===== src/rtl/booth_r4_seq_mult.sv =====
// Sequential signed radix-4 Booth multiplier.
// Walks the multiplier two bits per cycle and accumulates the recoded partial products.
`timescale 1ns/1ps
module booth_r4_seq_mult #(
  parameter int N = 8
) (
  input  logic           clk,
  input  logic           rst,
  input  logic           start,
  input  logic [N-1:0]   a,
  input  logic [N-1:0]   b,
  output logic [2:0]     xi,
  input  logic [1:0]     op,
  input  logic           sign,
  output logic           busy,
  output logic           done,
  output logic [2*N-1:0] product
);

  localparam int W  = 2*N + 2;
  localparam int CW = $clog2(N/2) + 1;

  typedef enum logic [1:0] {
    IDLE,
    RUN,
    DONE
  } state_t;

  state_t        state, nstate;
  logic [N-1:0]  areg;
  logic [N:0]    mreg;
  logic [CW-1:0] cnt;
  logic [W-1:0]  acc;
  logic [W-1:0]  aext;
  logic [W-1:0]  mag;
  logic [W-1:0]  pp;
  logic [W-1:0]  acc_nxt;
  logic          last;
  logic          accept;

  assign last = (cnt == CW'(N/2 - 1));

  // next state and handshake outputs
  always_comb begin
    nstate = state;
    accept = 1'b0;
    unique case (state)
      IDLE: begin
        if (start) begin
          accept = 1'b1;
          nstate = RUN;
        end
      end
      RUN: begin
        if (last) nstate = DONE;
      end
      DONE: begin
        if (start) begin
          accept = 1'b1;
          nstate = RUN;
        end else begin
          nstate = IDLE;
        end
      end
      default: nstate = IDLE;
    endcase
  end

  assign busy = (state == RUN);
  assign done = (state == DONE);
  assign xi   = (state == RUN) ? mreg[2:0] : 3'b000;

  // partial product select; op=3 falls to zero
  always_comb begin
    aext = {{(N+2){areg[N-1]}}, areg};
    mag  = '0;
    unique case (1'b1)
      (op == 2'd1): mag = aext;
      (op == 2'd2): mag = aext << 1;
      default:      mag = '0;
    endcase
    pp      = sign ? (~mag + 1'b1) : mag;
    acc_nxt = acc + (pp << {cnt, 1'b0});
  end

  // state, operand and accumulator registers
  always_ff @(posedge clk) begin
    if (rst) begin
      state   <= IDLE;
      areg    <= '0;
      mreg    <= '0;
      cnt     <= '0;
      acc     <= '0;
      product <= '0;
    end else begin
      state <= nstate;
      if (accept) begin
        areg <= a;
        mreg <= {b, 1'b0};
        cnt  <= '0;
        acc  <= '0;
      end else if (state == RUN) begin
        acc  <= acc_nxt;
        mreg <= mreg >> 2;
        cnt  <= cnt + 1'b1;
        if (last) product <= acc_nxt[2*N-1:0];
      end
    end
  end

endmodule


===== config.mk =====
export PLATFORM = sky130hd
export DESIGN_NAME = booth_r4_seq_mult
export DESIGN_NICKNAME = d
export VERILOG_FILES = /design/src/rtl/booth_r4_seq_mult.sv
export SDC_FILE = /design/constraint.sdc
export NUM_CORES = 1
export LEC_CHECK = 0
export CAP_MARGIN = 10
export CORE_AREA = 3 3 108 110
export CTS_BUF_LIST = sky130_fd_sc_hd__clkbuf_4
export DETAILED_ROUTE_END_ITERATION = 10
export DIE_AREA = 0 0 111 113
export PLACE_DENSITY = 0.59
export SLEW_MARGIN = 30
export SYNTH_ARGS = -nofsm -noshare
export SYNTH_HDL_FRONTEND = slang
export SYNTH_SLANG_ARGS = --single-unit
export TNS_END_PERCENT = 5

===== constraint.sdc =====
create_clock -name clk -period 7.67 [get_ports clk]
set_clock_uncertainty 0.05 [all_clocks]
set_input_delay 1.534 -clock clk [delete_from_list [all_inputs] [get_ports clk]]
set_output_delay 1.534 -clock clk [all_outputs]
set_load 0.05 [all_outputs]

# Word-level counts from Yosys, hierarchy flattened
# Cells that the tools add are included.
[word_totals] register_bits=56 latch_bits=0 ram_bits=0 mem_bits_ro=0 in_bits=22 out_inout_bits=21 memories=0
[classes] n_addsub=3 multipliers=0 div=0 n_lt_le_gt_ge=0 n_eq_ne=7 shift=1 muxes=11 bitwise=2 n_reduce_logical=6
[op_table] operator="$pmux W18 S2" n=1
[op_table] operator="$add A18 B1 Y18 const B" n=1
[op_table] operator="$add A18 B18 Y18" n=1
[op_table] operator="$mux W18" n=1
[op_table] operator="$mux W9" n=2
[op_table] operator="$not A18 Y18" n=1
[op_table] operator="$shl A18 B4 Y18" n=1
[op_table] operator="$pmux W2 S3" n=1
[op_table] operator="$eq A2 B1 Y1 const B" n=2
[op_table] operator="$eq A2 B2 Y1 const B" n=2
[op_table] operator="$mux W2" n=2
[op_table] operator="$reduce_or A2 Y1" n=2
[op_table] operator="$add A3 B1 Y3 const B" n=1
[op_table] operator="$eq A3 B2 Y1 const B" n=1
[op_table] operator="$mux W1" n=3
[op_table] operator="$mux W3" n=1
[op_table] operator="$reduce_and A3 Y1" n=1
[op_table] operator="$logic_not A2 Y1" n=1
[op_table] operator="$ne A2 B1 Y1 const B" n=1
[op_table] operator="$ne A2 B2 Y1 const B" n=1
[op_table] operator="$reduce_and A2 Y1" n=1
[op_table] operator="$reduce_bool A2 Y1" n=1
[op_table] operator="$not A1 Y1" n=1

# Depth between registers and ports, before layout
# Gate-level depths: netlist (run 1).
[depth] ltp_word=7 ltp_mapped=22 depth_no_buf=21

# Worst setup path after synthesis (run 1)
# OpenSTA, ideal clock, no wires.
[synth_timing] kind="input-to-reg" start="input op[0]" end="register acc[15]" setup_time_ns=0.131 t_arrival_ns=5.153 t_required_ns=7.489 slack_ns=2.336 cell_stages=20 cell_sequence="inv_1 ha_1 clkbuf_1 clkbuf_1 or2_2 ha_1 o21ai_0 nor4_1 o31ai_1 mux2_2 o32ai_1 ha_1 a21oi_1 o21ai_0 nor3_1 a21oi_1 a31o_2 a31oi_1 xnor2_1 o31ai_1"
[synth_between] elab_chain_len=7 word_cells_on_any_way=8 classes_between="2 x add/sub; 2 x eq/ne; 1 x shift; 2 x mux; 1 x bitwise"
[synth_lines] item="from (decl)" line_no="13" source="input logic [1:0] op,"
[synth_lines] item="$eq A2 B2 Y1 or $eq A2 B1 Y1 (tied branches)" line_no="79, 78"
[synth_lines] item="$pmux W18 S2 *" line_no="77" source="unique case (1'b1)"
[synth_lines] item="$not A18 Y18" line_no="82" source="pp = sign ? (~mag + 1'b1) : mag;"
[synth_lines] item="$add A18 B1 Y18" line_no="82"
[synth_lines] item="$mux W18 *" line_no="82"
[synth_lines] item="$shl A18 B4 Y18 *" line_no="83" source="acc_nxt = acc + (pp << {cnt, 1'b0});"
[synth_lines] item="$add A18 B18 Y18 *" line_no="83"
[synth_lines] item="to (signal assigned)" line_no="103" source="acc <= acc_nxt;"
[synth_lines] item="to (decl)" line_no="33" source="logic [W-1:0] acc;"
# Every way passes the cells marked *; elsewhere a longest branch is shown, timed or not.
# A chain may end at the register's enable or synchronous reset.

# Final worst setup path (run 1)
[layout_timing] start="input op[0]" end="register product[15]"
[layout_between] elab_chain_len=7 word_cells_on_any_way=8 classes_between="2 x add/sub; 2 x eq/ne; 1 x shift; 2 x mux; 1 x bitwise"
[layout_lines] item="$eq A2 B2 Y1 or $eq A2 B1 Y1 (tied branches)" line_no="79, 78"
[layout_lines] item="$pmux W18 S2 *" line_no="77"
[layout_lines] item="$not A18 Y18" line_no="82"
[layout_lines] item="$add A18 B1 Y18" line_no="82"
[layout_lines] item="$mux W18 *" line_no="82"
[layout_lines] item="$shl A18 B4 Y18 *" line_no="83"
[layout_lines] item="$add A18 B18 Y18 *" line_no="83"
[layout_lines] item="to (signal assigned)" line_no="106" source="if (last) product <= acc_nxt[2*N-1:0];"
[layout_lines] item="to (decl)" line_no="17" source="output logic [2*N-1:0] product"
# Marks and branches as above.

==> metrics.cfg, run 1 <==
[status]
status = finished, final reports clean

[clock_tree]
numCtsBuffers = 5
cts_hold_buffers = 0
cts.clk_slew.worst_paths_ps = 150
clock_latency_ps = 380
htreeDepth = 2
cts_sinks = 54
cts_root_buffer = clkbuf_4
cts_max_path_buffers = 2
cts_setup_buffers = 0
ctsResizeCount = 0
cts_tree = yes

[yosys]
synth_most_common_cell = nand2_1
synth_top_area_cell = dfxtp_1
synthTopCellsByArea = dfxtp_1 (31%), nand2_1 (10%), a21oi_1 (8.2%), ha_1 (7.8%), nor2_1 (3.8%)
yosysWarnings = 0
synthArstFlopShare = 0
syn-num-nets = 528
synth_top_area_share = 0.305
ys_seq_elements = 54
syn_area_um2 = 3540
synth_commonest_cells = nand2_1 (95), a21oi_1 (58), dfxtp_1 (54)
synth_cells = 483
yosysSeqAreaShare = 0.305
synth.distinct_cells = 55
synthFlopType = dfxtp_1
syn_area_per_cell_um2 = 7.33
synth-edff-count = 0

[sta]
min_period_ps = 6240
max_freq_mhz = 160
timing.setup.tns_ps = 0
fin_crit_sh = 0.813
setup_viol = 0
slew_violations = 0
hold_violations = 0
relSlewSlack = 0.421
tightest_slew_ps = 868
rsz0062_at_grt = false

[critical_path]
crit_type = in2reg
cp.required_ps = 7910
cp_max_fo = 19
startpoint_type = input port
arrival_ps = 6480
crit_path_end_kind = register

[place]
placed_cell_area_um2 = 4040
dp_hpwl_mm = 6.88
dp_cells = 638
globalplace.congestion = 0.876
portBuffers = 42

[global_routing]
antenna_found_initial = 1
grt_max_degree = 42
grtUsageTotal = 0.145
gr-total-overflow = 0
grt_pass1_vias = 3172
grt_pass1_wl_mm = 15.5

[detailed_routing]
first_pass_iters = 5
wire_per_inst_um = 14.2
drt_wl_total_mm = 9.16
drtIter0Drc = 150
drc = 0
ant_nets = 0
via_count = 3468
post_drt_via_cell_ratio = 5.36

[run]
drv_cap = 0

[power]
sw_frac_of_total = 0.316
p_seq_frac = 0.495
p_switching_mw = 0.191
p_leak_nw = 1.50
peakVddDrop_mv = 0.105
p_int_mw = 0.414
combPwrFrac = 0.232
clockPowerShare = 0.273
p_per_area_nw_per_um2 = 147
power_mw = 0.605

[die]
dieHeight_um = 113
io_pins = 43
core_area_um2 = 10800
start_util = 0.328
rows = 38
fp.dieW_um = 111
die_area_um2 = 12500

[finish]
finish.instance_area_um2 = 4130
synthToLayoutAreaGrowth_pct = 16.5
layout.cells.non_filler = 647
drive_gt1_frac = 0.0336
fin_nets = 550
multi_input_comb_area_um2 = 2290
fillCellCount = 1149
register_area_um2 = 1080

[worst_hold_path]
hold_path.class = reg2reg

cells in the final DEF, fill, tap and decap left out, drive strengths merged, types with 3 or more instances in the layout:
| cell | netlist | final |
|---|---|---|
| nor2b | 5 | 5 |
| o21a | 5 | 5 |
| o32ai | 3 | 3 |
| xor2 | 4 | 4 |
| nand2 | 95 | 95 |
| ha | 22 | 22 |
| clkinv | 2 | 3 |
| a22oi | 18 | 18 |
| or2 | 3 | 3 |
| clkdlybuf4s50 | 0 | 42 |
| and2 | 7 | 7 |
| clkbuf | 27 | 5 |
| nand2b | 5 | 5 |
| dfxtp | 54 | 54 |
| nand3 | 14 | 14 |
| a211oi | 7 | 7 |
| o311ai | 3 | 3 |
| inv | 13 | 14 |
| nor4 | 3 | 3 |
| a21o | 3 | 3 |
| o21ai | 22 | 22 |
| o31ai | 5 | 5 |
| o211ai | 5 | 5 |
| nor3 | 10 | 10 |
| a21oi | 58 | 58 |
| nor2 | 36 | 36 |
| xnor2 | 10 | 10 |
| a31oi | 4 | 4 |
| and3 | 3 | 3 |
metal layers:
layer | wire (um) | vias to the layer above | GRT usage
met5 | 0 | - | 0
met4 | 176 | 0 | 0.0476
met3 | 340 | 13 | 0.0134
met2 | 4260 | 75 | 0.239
met1 | 4380 | 1616 | 0.200
li1 | - | 1764 | -
path summary, 6_finish.rpt:
path | start | endpoint | slack, ps | cells past startpoint
hold / removal | mreg[1] | mreg[1] | 410 | 2
setup / recovery | op[0] | product[15] | 1430 | 20
hold reg to reg | mreg[1] | mreg[1] | 410 | 2
setup reg to reg | areg[0] | product[15] | 3450 | 17
layout make-up:
type,instances,area share
Multi-Input combinational cell,385,0.556
Sequential cell,54,0.262
Timing Repair Buffer,44,0.106
Tap cell,140,0.0425
Inverter,15,0.0136
Clock inverter,3,0.0106
Clock buffer,5,0.00910
Antenna cell,1,0.000607
flip-flops by register name, summed over array words and instances (netlist names):
signal	count
acc	16
areg	8
cnt	3
mreg	9
product	16
state	2
cell families (layout without fill, tap and decap cells):
logic type      Yosys count  count (layout)  share of synthesized area
fa+ha+maj                23              23                     0.0834
compound gates          150             150                      0.269
other cells               0               1                          0
mux                       3               3                    0.00884
simple gates            195             195                      0.251
buf+inv                  44              67                     0.0474
flops                    54              54                      0.305
xor+xnor                 14              14                     0.0346
through the flow:
stage	hold slack, ps	setup WS (ps)	utilization
after floorplan	382	2340	-
after global placement	388	1410	0.374
after detailed placement	399	1150	0.374
after CTS	419	1520	0.382
after global routing	433	965	0.382
final	412	1430	0.382
critical path: stages:
cell	delay, ps
clkdlybuf4s50_1	480
inv_1	50
ha_1	630
inv_1	190
nand3_1	220
ha_1	210
o21ai_0	180
nor4_1	560
o31ai_1	150
mux2_2	300
o32ai_1	180
ha_1	360
a21oi_1	170
o21ai_0	130
nor3_1	160
a21oi_1	120
a31o_2	280
a31oi_1	230
xnor2_1	130
o31ai_1	210
power by group through the flow:
stage          registers (mW)  clock network, mW  logic [mW]
2_1_floorplan           0.301                  0       0.104
3_3_place_gp            0.305                  0       0.138
3_5_place_dp            0.305                  0       0.139
4_1_cts                 0.299              0.169       0.140
5_1_grt                 0.301              0.179       0.157
6_report                0.300              0.165       0.140
No activity file was read; power rests on OpenSTA's default activity.
==> run 2, diff against run 1 <==
Settings changed: PLACE_DENSITY 0.59 to 0.61.
Clock period 7.67 ns to 5.25 ns, I/O delays scaled along.
==> metrics.cfg, run 2 (synthesis results as in run 1) <==
[worst_hold_path]
min_from = mreg[1]
hold_path.class = reg2reg

[power]
peakVddDrop_mv = 0.191
p_per_area_nw_per_um2 = 193
p_leak_nw = 1.63

[die]
dieHeight_um = 113
start_util = 0.328
core_area_um2 = 10800
die_area_um2 = 12500
rows = 38
io_pins = 43
fp.dieW_um = 111

[clock_tree]
clock_latency_ps = 390
htreeDepth = 2
cts_setup_buffers = 0
cts_tree = yes
cts_root_buffer = clkbuf_4
cts_sinks = 54
numCtsBuffers = 5
cts_max_path_buffers = 2
cts.clk_slew.worst_paths_ps = 150

[critical_path]
critical-path-max-stage-delay_ps = 480
arrival_ps = 5190
crit_path_end_kind = register
path_common_cell = ha_1
slowest_stage = clkdlybuf4s50_1
crit_type = in2reg
cp_max_fo = 6
startpoint = op[0]
cp.required_ps = 5500
path_buf_inv = 2
crit_chain = clkdlybuf4s50_1 > inv_1 > ha_1 > or2_2 > ha_1 > o21a_1 > o21ai_0 > a22oi_1 > nand2_1 > o31ai_1 > mux2_2 > o32ai_1 > ha_1 > a21oi_2 > o21ai_1 > nor3_2 > a21oi_1 > a31o_2 > a31oi_2 > xnor2_1 > o31ai_1
r2r-start = areg[1]
startpoint_type = input port
path_delay_family = compound AO/OA/AOI/OAI gates

[sta]
slew_violations = 0
relSlewSlack = 0.376
hold_violations = 0
tightest_slew_ps = 936
hold_ws_ps = 415
setup_viol = 0
min_period_ps = 4950
fin_crit_sh = 0.942
rsz0062_at_grt = false
max_freq_mhz = 202

[detailed_routing]
first_pass_iters = 4
drc = 0
ant_nets = 0
wire_per_inst_um = 14.1
drtIter0Drc = 165
drt_wl_total_mm = 9.50
post_drt_via_cell_ratio = 5.37
via_count = 3625

[place]
globalplace.congestion = 0.883
portBuffers = 42
dp_hpwl_mm = 7.09

[finish]
synthToLayoutAreaGrowth_pct = 22.8
mostFrequentLayoutCell = nand2_1
final_cell_mix = nand2_1 (95), a21oi_1 (56), dfxtp_1 (54)
top_regs = acc (16), product (16), mreg (9)
drive_gt1_frac = 0.0993
fin_util = 0.403
fin_nets = 579

[global_routing]
grt_pass1_vias = 3435
antenna_found_initial = 1
grt_pass1_wl_mm = 15.9
grtUsageTotal = 0.148
grt_max_degree = 42
gr-total-overflow = 0

[run]
drv_cap = 0

[status]
status = finished, final reports clean

## run 2: cell count changes in the layout (fill, tap and decap cells not counted), moves of 2 or more
cell,change
o21ai_0,-2
buf_4,+29
a22oi_1,-2
a21oi_1,-2
a22oi_2,+2
a21oi_2,+2
## run 2: final timing paths
path            endpoint  slack [ps]  cells after the start
max          product[15]         300                     21
min              mreg[1]         410                      2
min reg2reg      mreg[1]         410                      2
max reg2reg  product[15]        1310                     19
## run 2: power by group
part	switching, mW	total, mW	internal [mW]
logic	0.129	0.223	0.0942
registers	0.0146	0.438	0.423
clock network	0.131	0.180	0.0486
## run 2: repair_timing
| action | 4_1_cts | 5_1_grt |
|---|---|---|
| resized for setup | 0 | 10 |
| hold buffers | 0 | 0 |
| setup endpoints to repair | 0 | 7 |
## run 2: tightest hold or removal path: stages (launching register included)
cell and delay (ps):
dfxtp_1 340, nand2_1 50, a21oi_1 50
## run 2: metrics by stage
stage / std cells / total power [mW] / cell area, um^2 / setup TNS [ps] / setup WS [ps]
after floorplan: 483 / 0.591 / 3540 / 0 / 400
after global placement: 667 / 0.662 / 4260 / -12.9 / -12.4
after detailed placement: 667 / 0.665 / 4260 / -801 / -174
after CTS: 674 / 0.846 / 4310 / 0 / 210
after global routing: 675 / 0.891 / 4350 / 0 / 18.7
final: 675 / 0.841 / 4350 / 0 / 305
## run 2: cell type report
class,count,area [um^2]
Clock buffer,5,37.5
Clock inverter,2,10.0
Timing Repair Buffer,73,653
Antenna cell,1,2.50
Multi-Input combinational cell,385,2330
Sequential cell,54,1080
Inverter,15,56.3
Fill cell,1098,6440
Tap cell,140,175
## run 2: routing by layer
layer / wire length, um / GRT usage / vias up
li1: - / - / 1826
met1: 4400 / 0.191 / 1702
met2: 4580 / 0.258 / 86
met3: 355 / 0.0155 / 11
met4: 173 / 0.0542 / 0
met5: 0 / 0 / -
==> run 3, diff against run 2 <==
Settings changed: REMOVE_ABC_BUFFERS set to 1.
==> metrics.cfg, run 3 (synthesis results as in run 1) <==
[global_routing]
antenna_found_initial = 0
grt_pass1_wl_mm = 16.2
grt_pass1_vias = 3454
gr-total-overflow = 0
grt_max_degree = 41
grtUsageTotal = 0.153

[place]
pre_cts_slack_ps = -79.5
dp_cells = 677
portBuffers = 42
dp_hpwl_mm = 7.11
globalplace.congestion = 0.851
placed_cell_area_um2 = 4330

[detailed_routing]
ant_nets = 0
first_pass_iters = 4
drc = 0
drtIter0Drc = 205
drt_wl_total_mm = 9.57
wire_per_inst_um = 14.0
post_drt_via_cell_ratio = 5.24
via_count = 3588

[critical_path]
crit_chain = clkdlybuf4s50_1 > inv_1 > ha_1 > or2_2 > ha_1 > nand2b_1 > xnor2_1 > a21oi_2 > nor3_1 > ha_1 > nor2b_1 > o21ai_0 > a21oi_1 > o31a_1 > o2111ai_2 > a41oi_1 > nor4b_1 > a211o_1
path_buf_inv = 2
crit_path_end_kind = register
crit_type = in2reg
r2r-start = areg[1]
slowest_stage = clkdlybuf4s50_1
cp.required_ps = 5530
startpoint_type = input port
critical-path-max-stage-delay_ps = 480
path_common_cell = ha_1
path_delay_family = compound AO/OA/AOI/OAI gates
arrival_ps = 5200
cp_max_fo = 3
startpoint = op[0]

[finish]
finish.instance_area_um2 = 4430
fin_util = 0.411
fin_nets = 589
final_cell_mix = nand2_1 (95), a21oi_1 (57), dfxtp_1 (54)
mostFrequentLayoutCell = nand2_1
synthToLayoutAreaGrowth_pct = 25.3
drive_gt1_frac = 0.108
layout.cells.non_filler = 685
top_regs = acc (16), product (16), mreg (9)

[sta]
timing.final.ws_setup_ps = 340
hold_ws_ps = 416
relSlewSlack = 0.392
max_freq_mhz = 204
min_period_ps = 4910
rsz0062_at_grt = false
slew_violations = 0
setup_viol = 0
hold_violations = 0
fin_crit_sh = 0.935
timing.setup.tns_ps = 0
tightest_slew_ps = 912

[clock_tree]
cts_setup_buffers = 0
cts_tree = yes
cts.clk_slew.worst_paths_ps = 150
cts_max_path_buffers = 2
ctsResizeCount = 0
htreeDepth = 2
cts_hold_buffers = 0
cts_root_buffer = clkbuf_4
numCtsBuffers = 5
clock_latency_ps = 380
cts_sinks = 54

[power]
peakVddDrop_mv = 0.0859
p_per_area_nw_per_um2 = 204
p_leak_nw = 1.68
power_mw = 0.903

[die]
io_pins = 43
core_area_um2 = 10800
start_util = 0.328
die_area_um2 = 12500
fp.dieW_um = 111
dieHeight_um = 113
rows = 38

[worst_hold_path]
min_from = product[11]
hold_path.class = reg2reg

[status]
status = finished, final reports clean

[run]
drv_cap = 0

==> run 3: cell types whose count changed in the layout (fill, tap and decap cells not counted), sizes merged <==
cell	change
buf	+10
clkinv	-1
bufinv	+1
==> run 3: layer usage <==
metal | routed length [um] | GRT usage | up-vias
met5 | 0 | 0 | -
met4 | 90 | 0.0304 | 0
met3 | 244 | 0.0182 | 7
met2 | 4570 | 0.264 | 52
met1 | 4660 | 0.207 | 1683
li1 | - | - | 1846
==> run 3: final cells by class <==
class	instances	area [um^2]
diodes	1	2.50
inverters	15	56.3
repair buffers	83	728
clock buffers	5	37.5
fillers	1112	6360
multi-input cells	385	2320
flip-flops and latches	54	1080
well taps	140	175
clock inverters	2	33.8
==> run 3: path summary, 6_finish.rpt <==
| check | to | slack [ps] | depth (start not counted) |
|---|---|---|---|
| hold / removal | product[11] | 420 | 2 |
| hold reg to reg | product[11] | 420 | 2 |
| setup reg to reg | product[14] | 1310 | 16 |
| setup / recovery | product[14] | 340 | 18 |
==> run 3: where the power goes <==
part	internal (mW)	switching [mW]	leakage, nW
Combinational	0.102	0.131	1.21
Clock	0.0966	0.136	0.0387
Sequential	0.423	0.0146	0.438
==> run 3: worst reg2reg max path, cell delays in order (launching register included) <==
cell and delay, ps:
dfxtp_1 440, a22oi_1 130, or2_2 290, ha_1 240
nand2b_1 190, xnor2_1 230, a21oi_2 130, nor3_1 200
ha_1 280, nor2b_1 130, o21ai_0 240, a21oi_1 130
o31a_1 290, o2111ai_2 250, a41oi_1 220, nor4b_1 320
a211o_1 140
